--- src/rtl/fir_lowpass_serial_mac_if.sv ---
// Sample/coefficient/result bundle for the serial-MAC FIR filter.
// Pure wiring, no latency.
// No flow control: the master strobes, the slave reports BUSY/OVERRUN.
interface fir_lowpass_serial_mac_if #(
  parameter int BITWIDTH_DATA  = 12,
  parameter int BITWIDTH_COEFF = 12,
  parameter int LENGTH         = 8
);
  localparam int ADR_W = $clog2(LENGTH);

  logic                             EN;
  logic                             START_FLAG;
  logic signed [BITWIDTH_DATA-1:0]  DATA_IN;
  logic                             COEFF_WE;
  logic        [ADR_W-1:0]          COEFF_ADR;
  logic signed [BITWIDTH_COEFF-1:0] COEFF_DATA;
  logic signed [BITWIDTH_DATA-1:0]  DATA_OUT;
  logic                             DATA_VALID;
  logic                             BUSY;
  logic                             OVERRUN;

  modport master (
    output EN, START_FLAG, DATA_IN, COEFF_WE, COEFF_ADR, COEFF_DATA,
    input  DATA_OUT, DATA_VALID, BUSY, OVERRUN
  );

  modport slave (
    input  EN, START_FLAG, DATA_IN, COEFF_WE, COEFF_ADR, COEFF_DATA,
    output DATA_OUT, DATA_VALID, BUSY, OVERRUN
  );
endinterface

--- src/rtl/fir_lowpass_serial_mac.sv ---
// Time-multiplexed FIR filter: one shared multiplier, LENGTH taps, run-time coefficients.
// Latency LENGTH+2 clocks from START_FLAG to the DATA_VALID pulse; one sample per LENGTH+3 clocks.
// No backpressure: a strobe arriving while BUSY is dropped and latched into sticky OVERRUN.
module fir_lowpass_serial_mac #(
  parameter int BITWIDTH_DATA  = 12,
  parameter int BITWIDTH_COEFF = 12,
  parameter int LENGTH         = 8
) (
  input logic CLK,
  input logic nRST,
  fir_lowpass_serial_mac_if.slave bus
);
  localparam int ADR_W  = $clog2(LENGTH);
  localparam int PROD_W = BITWIDTH_DATA + BITWIDTH_COEFF;
  localparam int ACC_W  = PROD_W + ADR_W;
  localparam logic [ADR_W-1:0]        TAP_LAST = ADR_W'(LENGTH - 1);
  localparam logic signed [ACC_W:0]   RND_HALF = (ACC_W+1)'(2 ** (BITWIDTH_COEFF - 2));
  localparam logic signed [ACC_W:0]   OUT_MAX  = (ACC_W+1)'(2 ** (BITWIDTH_DATA - 1) - 1);
  localparam logic signed [ACC_W:0]   OUT_MIN  = (ACC_W+1)'(-(2 ** (BITWIDTH_DATA - 1)));

  typedef enum logic [1:0] {ST_IDLE, ST_WRITE, ST_MAC, ST_OUT} state_t;

  state_t                           state, state_nxt;
  logic signed [BITWIDTH_DATA-1:0]  hist  [LENGTH];
  logic signed [BITWIDTH_COEFF-1:0] coeff [LENGTH];
  logic signed [BITWIDTH_DATA-1:0]  sample_q;
  logic        [ADR_W-1:0]          wptr, tap, rd_adr;
  logic        [ADR_W:0]            rd_diff, rd_wrap;
  logic signed [PROD_W-1:0]         product;
  logic signed [ACC_W-1:0]          acc;
  logic signed [ACC_W:0]            acc_rnd, acc_shf;
  logic signed [BITWIDTH_DATA-1:0]  result;
  logic signed [BITWIDTH_DATA-1:0]  data_out;
  logic                             data_valid, overrun;
  logic        [31:0]               adr_ext;
  logic                             coeff_wr;

  // State register
  always_ff @(posedge CLK or negedge nRST) begin
    if (!nRST) state <= ST_IDLE;
    else       state <= state_nxt;
  end

  // Next-state: accept in IDLE, one WRITE cycle, LENGTH MAC cycles, one OUT cycle; EN low forces IDLE
  always_comb begin
    state_nxt = state;
    case (state)
      ST_IDLE:  if (bus.START_FLAG) state_nxt = ST_WRITE;
      ST_WRITE: state_nxt = ST_MAC;
      ST_MAC:   if (tap == TAP_LAST) state_nxt = ST_OUT;
      ST_OUT:   state_nxt = ST_IDLE;
      default:  state_nxt = ST_IDLE;
    endcase
    if (!bus.EN) state_nxt = ST_IDLE;
  end

  // History address (wptr - tap) mod LENGTH; works for non power-of-two LENGTH too
  always_comb begin
    rd_diff = {1'b0, wptr} - {1'b0, tap};
    rd_wrap = rd_diff + (ADR_W+1)'(LENGTH);
    rd_adr  = rd_diff[ADR_W] ? rd_wrap[ADR_W-1:0] : rd_diff[ADR_W-1:0];
  end

  assign product = PROD_W'(coeff[tap]) * PROD_W'(hist[rd_adr]);

  // Round half toward +inf, then drop the Q1.(BITWIDTH_COEFF-1) fraction
  assign acc_rnd = {acc[ACC_W-1], acc} + RND_HALF;
  assign acc_shf = acc_rnd >>> (BITWIDTH_COEFF - 1);

  // Saturate the rounded sum to the output sample range
  always_comb begin
    result = acc_shf[BITWIDTH_DATA-1:0];
    if (acc_shf > OUT_MAX)      result = OUT_MAX[BITWIDTH_DATA-1:0];
    else if (acc_shf < OUT_MIN) result = OUT_MIN[BITWIDTH_DATA-1:0];
  end

  // Datapath: sample latch, history ring, write pointer, tap counter and accumulator
  always_ff @(posedge CLK or negedge nRST) begin
    if (!nRST) begin
      sample_q <= '0;
      wptr     <= '0;
      tap      <= '0;
      acc      <= '0;
      for (int i = 0; i < LENGTH; i++) hist[i] <= '0;
    end else if (!bus.EN) begin
      sample_q <= '0;
      wptr     <= '0;
      tap      <= '0;
      acc      <= '0;
      for (int i = 0; i < LENGTH; i++) hist[i] <= '0;
    end else begin
      case (state)
        ST_IDLE: if (bus.START_FLAG) sample_q <= bus.DATA_IN;
        ST_WRITE: begin
          hist[wptr] <= sample_q;
          acc        <= '0;
          tap        <= '0;
        end
        ST_MAC: begin
          acc <= acc + ACC_W'(product);
          tap <= tap + 1'b1;
        end
        ST_OUT: wptr <= (wptr == TAP_LAST) ? '0 : wptr + 1'b1;
        default: ;
      endcase
    end
  end

  assign adr_ext  = 32'(bus.COEFF_ADR);
  assign coeff_wr = bus.COEFF_WE && (state == ST_IDLE) && (adr_ext < LENGTH);

  // Coefficient bank: written only while idle, survives EN low
  always_ff @(posedge CLK or negedge nRST) begin
    if (!nRST) begin
      for (int i = 0; i < LENGTH; i++) coeff[i] <= '0;
    end else if (coeff_wr) begin
      coeff[bus.COEFF_ADR] <= bus.COEFF_DATA;
    end
  end

  // Result register, valid pulse and sticky overrun flag
  always_ff @(posedge CLK or negedge nRST) begin
    if (!nRST) begin
      data_out   <= '0;
      data_valid <= 1'b0;
      overrun    <= 1'b0;
    end else if (!bus.EN) begin
      data_out   <= '0;
      data_valid <= 1'b0;
      overrun    <= 1'b0;
    end else begin
      data_valid <= (state == ST_OUT);
      if (state == ST_OUT) data_out <= result;
      if (bus.START_FLAG && (state != ST_IDLE)) overrun <= 1'b1;
    end
  end

  assign bus.DATA_OUT   = data_out;
  assign bus.DATA_VALID = data_valid;
  assign bus.BUSY       = (state != ST_IDLE);
  assign bus.OVERRUN    = overrun;
endmodule

--- src/flat_wrapper.sv ---
// flat-port wrapper written by rule: the top's interface ports become plain ports
module fir_lowpass_serial_mac_flat 
#(
  parameter int BITWIDTH_DATA  = 12,
  parameter int BITWIDTH_COEFF = 12,
  parameter int LENGTH         = 8
)
  (CLK, nRST, bus_EN, bus_START_FLAG, bus_DATA_IN, bus_COEFF_WE, bus_COEFF_ADR, bus_COEFF_DATA, bus_DATA_OUT, bus_DATA_VALID, bus_BUSY, bus_OVERRUN);
  fir_lowpass_serial_mac_if #(.BITWIDTH_DATA(BITWIDTH_DATA), .BITWIDTH_COEFF(BITWIDTH_COEFF), .LENGTH(LENGTH)) bus_i ();
  input logic CLK;
  input logic nRST;
  input wire logic [$bits(bus_i.EN)-1:0] bus_EN;
  input wire logic [$bits(bus_i.START_FLAG)-1:0] bus_START_FLAG;
  input wire logic [$bits(bus_i.DATA_IN)-1:0] bus_DATA_IN;
  input wire logic [$bits(bus_i.COEFF_WE)-1:0] bus_COEFF_WE;
  input wire logic [$bits(bus_i.COEFF_ADR)-1:0] bus_COEFF_ADR;
  input wire logic [$bits(bus_i.COEFF_DATA)-1:0] bus_COEFF_DATA;
  output wire logic [$bits(bus_i.DATA_OUT)-1:0] bus_DATA_OUT;
  output wire logic [$bits(bus_i.DATA_VALID)-1:0] bus_DATA_VALID;
  output wire logic [$bits(bus_i.BUSY)-1:0] bus_BUSY;
  output wire logic [$bits(bus_i.OVERRUN)-1:0] bus_OVERRUN;
  assign bus_i.EN = bus_EN;
  assign bus_i.START_FLAG = bus_START_FLAG;
  assign bus_i.DATA_IN = bus_DATA_IN;
  assign bus_i.COEFF_WE = bus_COEFF_WE;
  assign bus_i.COEFF_ADR = bus_COEFF_ADR;
  assign bus_i.COEFF_DATA = bus_COEFF_DATA;
  assign bus_DATA_OUT = bus_i.DATA_OUT;
  assign bus_DATA_VALID = bus_i.DATA_VALID;
  assign bus_BUSY = bus_i.BUSY;
  assign bus_OVERRUN = bus_i.OVERRUN;
  fir_lowpass_serial_mac #(.BITWIDTH_DATA(BITWIDTH_DATA), .BITWIDTH_COEFF(BITWIDTH_COEFF), .LENGTH(LENGTH)) u_core (.CLK(CLK), .nRST(nRST), .bus(bus_i));
endmodule
--- config.mk ---
export PLATFORM = sky130hd
export DESIGN_NAME = fir_lowpass_serial_mac_flat
export DESIGN_NICKNAME = d
export VERILOG_FILES = /design/src/rtl/fir_lowpass_serial_mac_if.sv /design/src/rtl/fir_lowpass_serial_mac.sv /design/src/flat_wrapper.sv
export SDC_FILE = /design/constraint.sdc
export NUM_CORES = 1
export LEC_CHECK = 0
export BUFFER_PORTS_ARGS = -buffer_cell sky130_fd_sc_hd__clkbuf_2
export CORE_MARGIN = 3
export CORE_UTILIZATION = 35
export DETAILED_ROUTE_END_ITERATION = 8
export SLEW_MARGIN = 10
export SYNTH_ARGS = -nofsm -noshare
export SYNTH_HDL_FRONTEND = slang
export SYNTH_SLANG_ARGS = --single-unit
--- constraint.sdc ---
create_clock -name CLK -period 7.89 [get_ports CLK]
set_clock_uncertainty 0.05 [all_clocks]
set_input_delay 1.578 -clock CLK [delete_from_list [all_inputs] [get_ports CLK]]
set_output_delay 1.578 -clock CLK [all_outputs]
set_load 0.02 [all_outputs]
==> metrics <==
TritonCTS Buffers=29; DRC Markers=0; Buf+Inv Stages, Crit Path=8; P_sw=~0.0018 W; Die ar.=56100 um^2; final setup violation count=0; Slew @ Worst Pin=1250 ps; Crit path largest cell delay=approximately 520 ps; first-pass GRT wire length=about 73000 um; Int Pwr=0.00322 W; die span in x=237 um; Synth-to-Final Area Change=12.6%; setup tns final=0 ps; syn avg cell area=10.6 um^2; H-tree levels=1; Synth Cell Area=18700 um^2; Initial Utilization=35.9%; Num Clock Sinks=roughly 250; Critical Path AT=7990 ps; FMAX=132 MHz; IO Pins=47; PortBufs=46; vias per cell=4.94; slew margin rel.=16.6%; clock latency on the worst-skew pair=570 ps; switching share of power=35.8%; Reg clk slew, reported paths=approximately 60 ps; Net Count, Synth=2046; Post-Synthesis Cells=1755; # fillers=around 5000; core area=52000 um^2; placement row count=83; Clock power frac=25.7%; Comb pwr share=between 30% and 40%; Reg power frac=34.8%; most frequent cells in the layout=nand2_1, dfrtp_1, inv_1; DIE HEIGHT=237 um; status=finished clean; critical path's slowest cell=fa_1; Final Hold Vio Count=0; CP Class=reg -> reg; crit-path max FO=12; vias=12300; routability cong.=slightly below 0.9; cell taking the most area after synthesis=dfrtp_1; WL/cell=17.5 um; Leak=9.54 nW; sequential share of the synthesized area=33.9%; max-slew violation count=0; Detailed Routing Iterations Pass 1=5; Post-synth top flop=dfrtp_1; Starting DRT DRC Count=705; Period minus WS final=~7600 ps; initial antenna violation count=1; Synth async-reset ratio=100%; Root Driver=clkbuf_16; total track usage=between 10% and 20%; EDFF count, synth=0; Yosys reg bits=253; CTS tree=yes; Yosys cell types=57; pwr dens=239 nW/um^2; vias in the first global route=around 13000; Detail Placement HPWL=31100 um; critical path startpoint category=register; ANT nets after route=0; grt ovf=0; commonest non-fill, non-tap cell in the layout=nand2_1; share of Yosys cell area claimed by the top area cell type=33.9%; layout cell share with drive strength beyond 1=19.1%; Layout Nets=roughly 2100; WP data required=8280 ps; Setup crit end kind=register; Max IR drop VDD=191 uV; Crit path top cell by count=fa_1; hold_ws=~430 ps; drt total wl=43700 um; max_cap viols=0; yosys warns=0; top cells by area, synth=dfrtp_1, fa_1, mux2_2; Clock Path Buffers=3; largest net degree at the start of global routing=around 130; delay-heaviest family, CP=adder cells; min-delay worst type=reg -> reg; fin crit share=96.2%
[power groups by stage]
| stage | combinational, W | clock, W | sequential [W] |
|---|---|---|---|
| floorplan | 0.00140 | 0 | 0.00170 |
| global placement | 0.00189 | 0 | 0.00175 |
| detailed placement | 0.00193 | 0 | 0.00177 |
| CTS | 0.00194 | 0.00133 | 0.00175 |
| global route | 0.00221 | 0.00138 | 0.00178 |
| finish | 0.00198 | 0.00129 | 0.00175 |
[cells by family (layout without fill, tap and decap cells)]
logic type / after synthesis / in the layout / share of synthesized area [%]
simple gates: 514 / 514 / 12.2
buf+inv: 309 / 365 / 6.32
fa+ha+maj: 259 / 259 / 24.5
flops: 253 / 253 / 33.9
compound gates: 208 / 208 / 8.06
mux: 173 / 173 / 13.1
xor+xnor: 39 / 39 / 1.83
other cells: 0 / 3 / 0
[area by class of cell]
class                      instances  area [um^2]  share of cell area [%]
multi-input combinational       1193        11300                    54.0
sequential                       253         6330                    30.1
tap                              680          851                    4.05
timing repair buffer             110          795                    3.78
clock buffer                      37          786                    3.74
inverter                         205          769                    3.66
clock inverter                    13          124                   0.590
antenna                            3         7.51                  0.0357
[state kept, by name (all words and copies together), names as in the netlist]
signal / flops
u_core.coeff: 96
u_core.hist: 96
u_core.acc: 27
u_core.bus.DATA_OUT: 12
u_core.sample_q: 12
u_core.tap: 3
u_core.wptr: 3
u_core.state: 2
u_core.bus.DATA_VALID: 1
u_core.bus.OVERRUN: 1
[synthesized netlist by cell type, types with 29 or more instances]
cell type and count:
fa_1 176, ha_1 83, a21boi_0 109, or2_1 65, mux2i_1 29, mux4_2 48
nor2_1 92, mux2_2 96, dfrtp_1 253, inv_1 205, clkbuf_1 91, nand2_1 281
[path summary, 6_finish.rpt]
check | from | to | slack, ps | cells after the start
max in group asynchronous | nRST | u_core.hist[63] | 5620 | 2
max | u_core.wptr[0] | u_core.acc[26] | 300 | 30
min | u_core.bus.DATA_OUT[0] | u_core.bus.DATA_OUT[0] | 430 | 2
min in group asynchronous | nRST | u_core.acc[2] | 950 | 1
min reg2reg | u_core.bus.DATA_OUT[0] | u_core.bus.DATA_OUT[0] | 430 | 2
max reg2reg | u_core.wptr[0] | u_core.acc[26] | 300 | 30
[what timing repair did]
| action | 4_1_cts | 5_1_grt |
|---|---|---|
| hold buffers | 0 | 0 |
| buffers inserted | 0 | 7 |
| endpoints found under the hold margin | 0 | 0 |
| resized for setup | 0 | 35 |
| endpoints found under the setup margin | 0 | 7 |
[tightest hold or removal path, cell delays in order, from the launching register on]
cell and delay, ps:
dfrtp_1 340, nand2_1 60, o21ai_2 50
[routing by layer]
layer	GRT usage, %	part of all wire (%)	vias to the layer above
li1	-	-	5759
met1	22.0	46	6290
met2	26.3	48	231
met3	2.31	4.2	51
met4	3.21	1.9	0
met5	0	0	-
[through the flow]
step / std cells / setup slack, ps / total power, W / area (um^2) / util, %
global placement: 2432 / 181 / 0.00364 / 19800 / 38.1
floorplan: 1755 / 2.09 / 0.00310 / 18700 / -
finish: 2494 / 296 / 0.00502 / 21000 / 40.4
CTS: 2482 / 121 / 0.00502 / 20700 / 39.9
detailed placement: 2432 / 148 / 0.00370 / 19800 / 38.1
global route: 2492 / -28.7 / 0.00538 / 21000 / 40.4
Note: power is estimated with default switching activity, not from simulation.
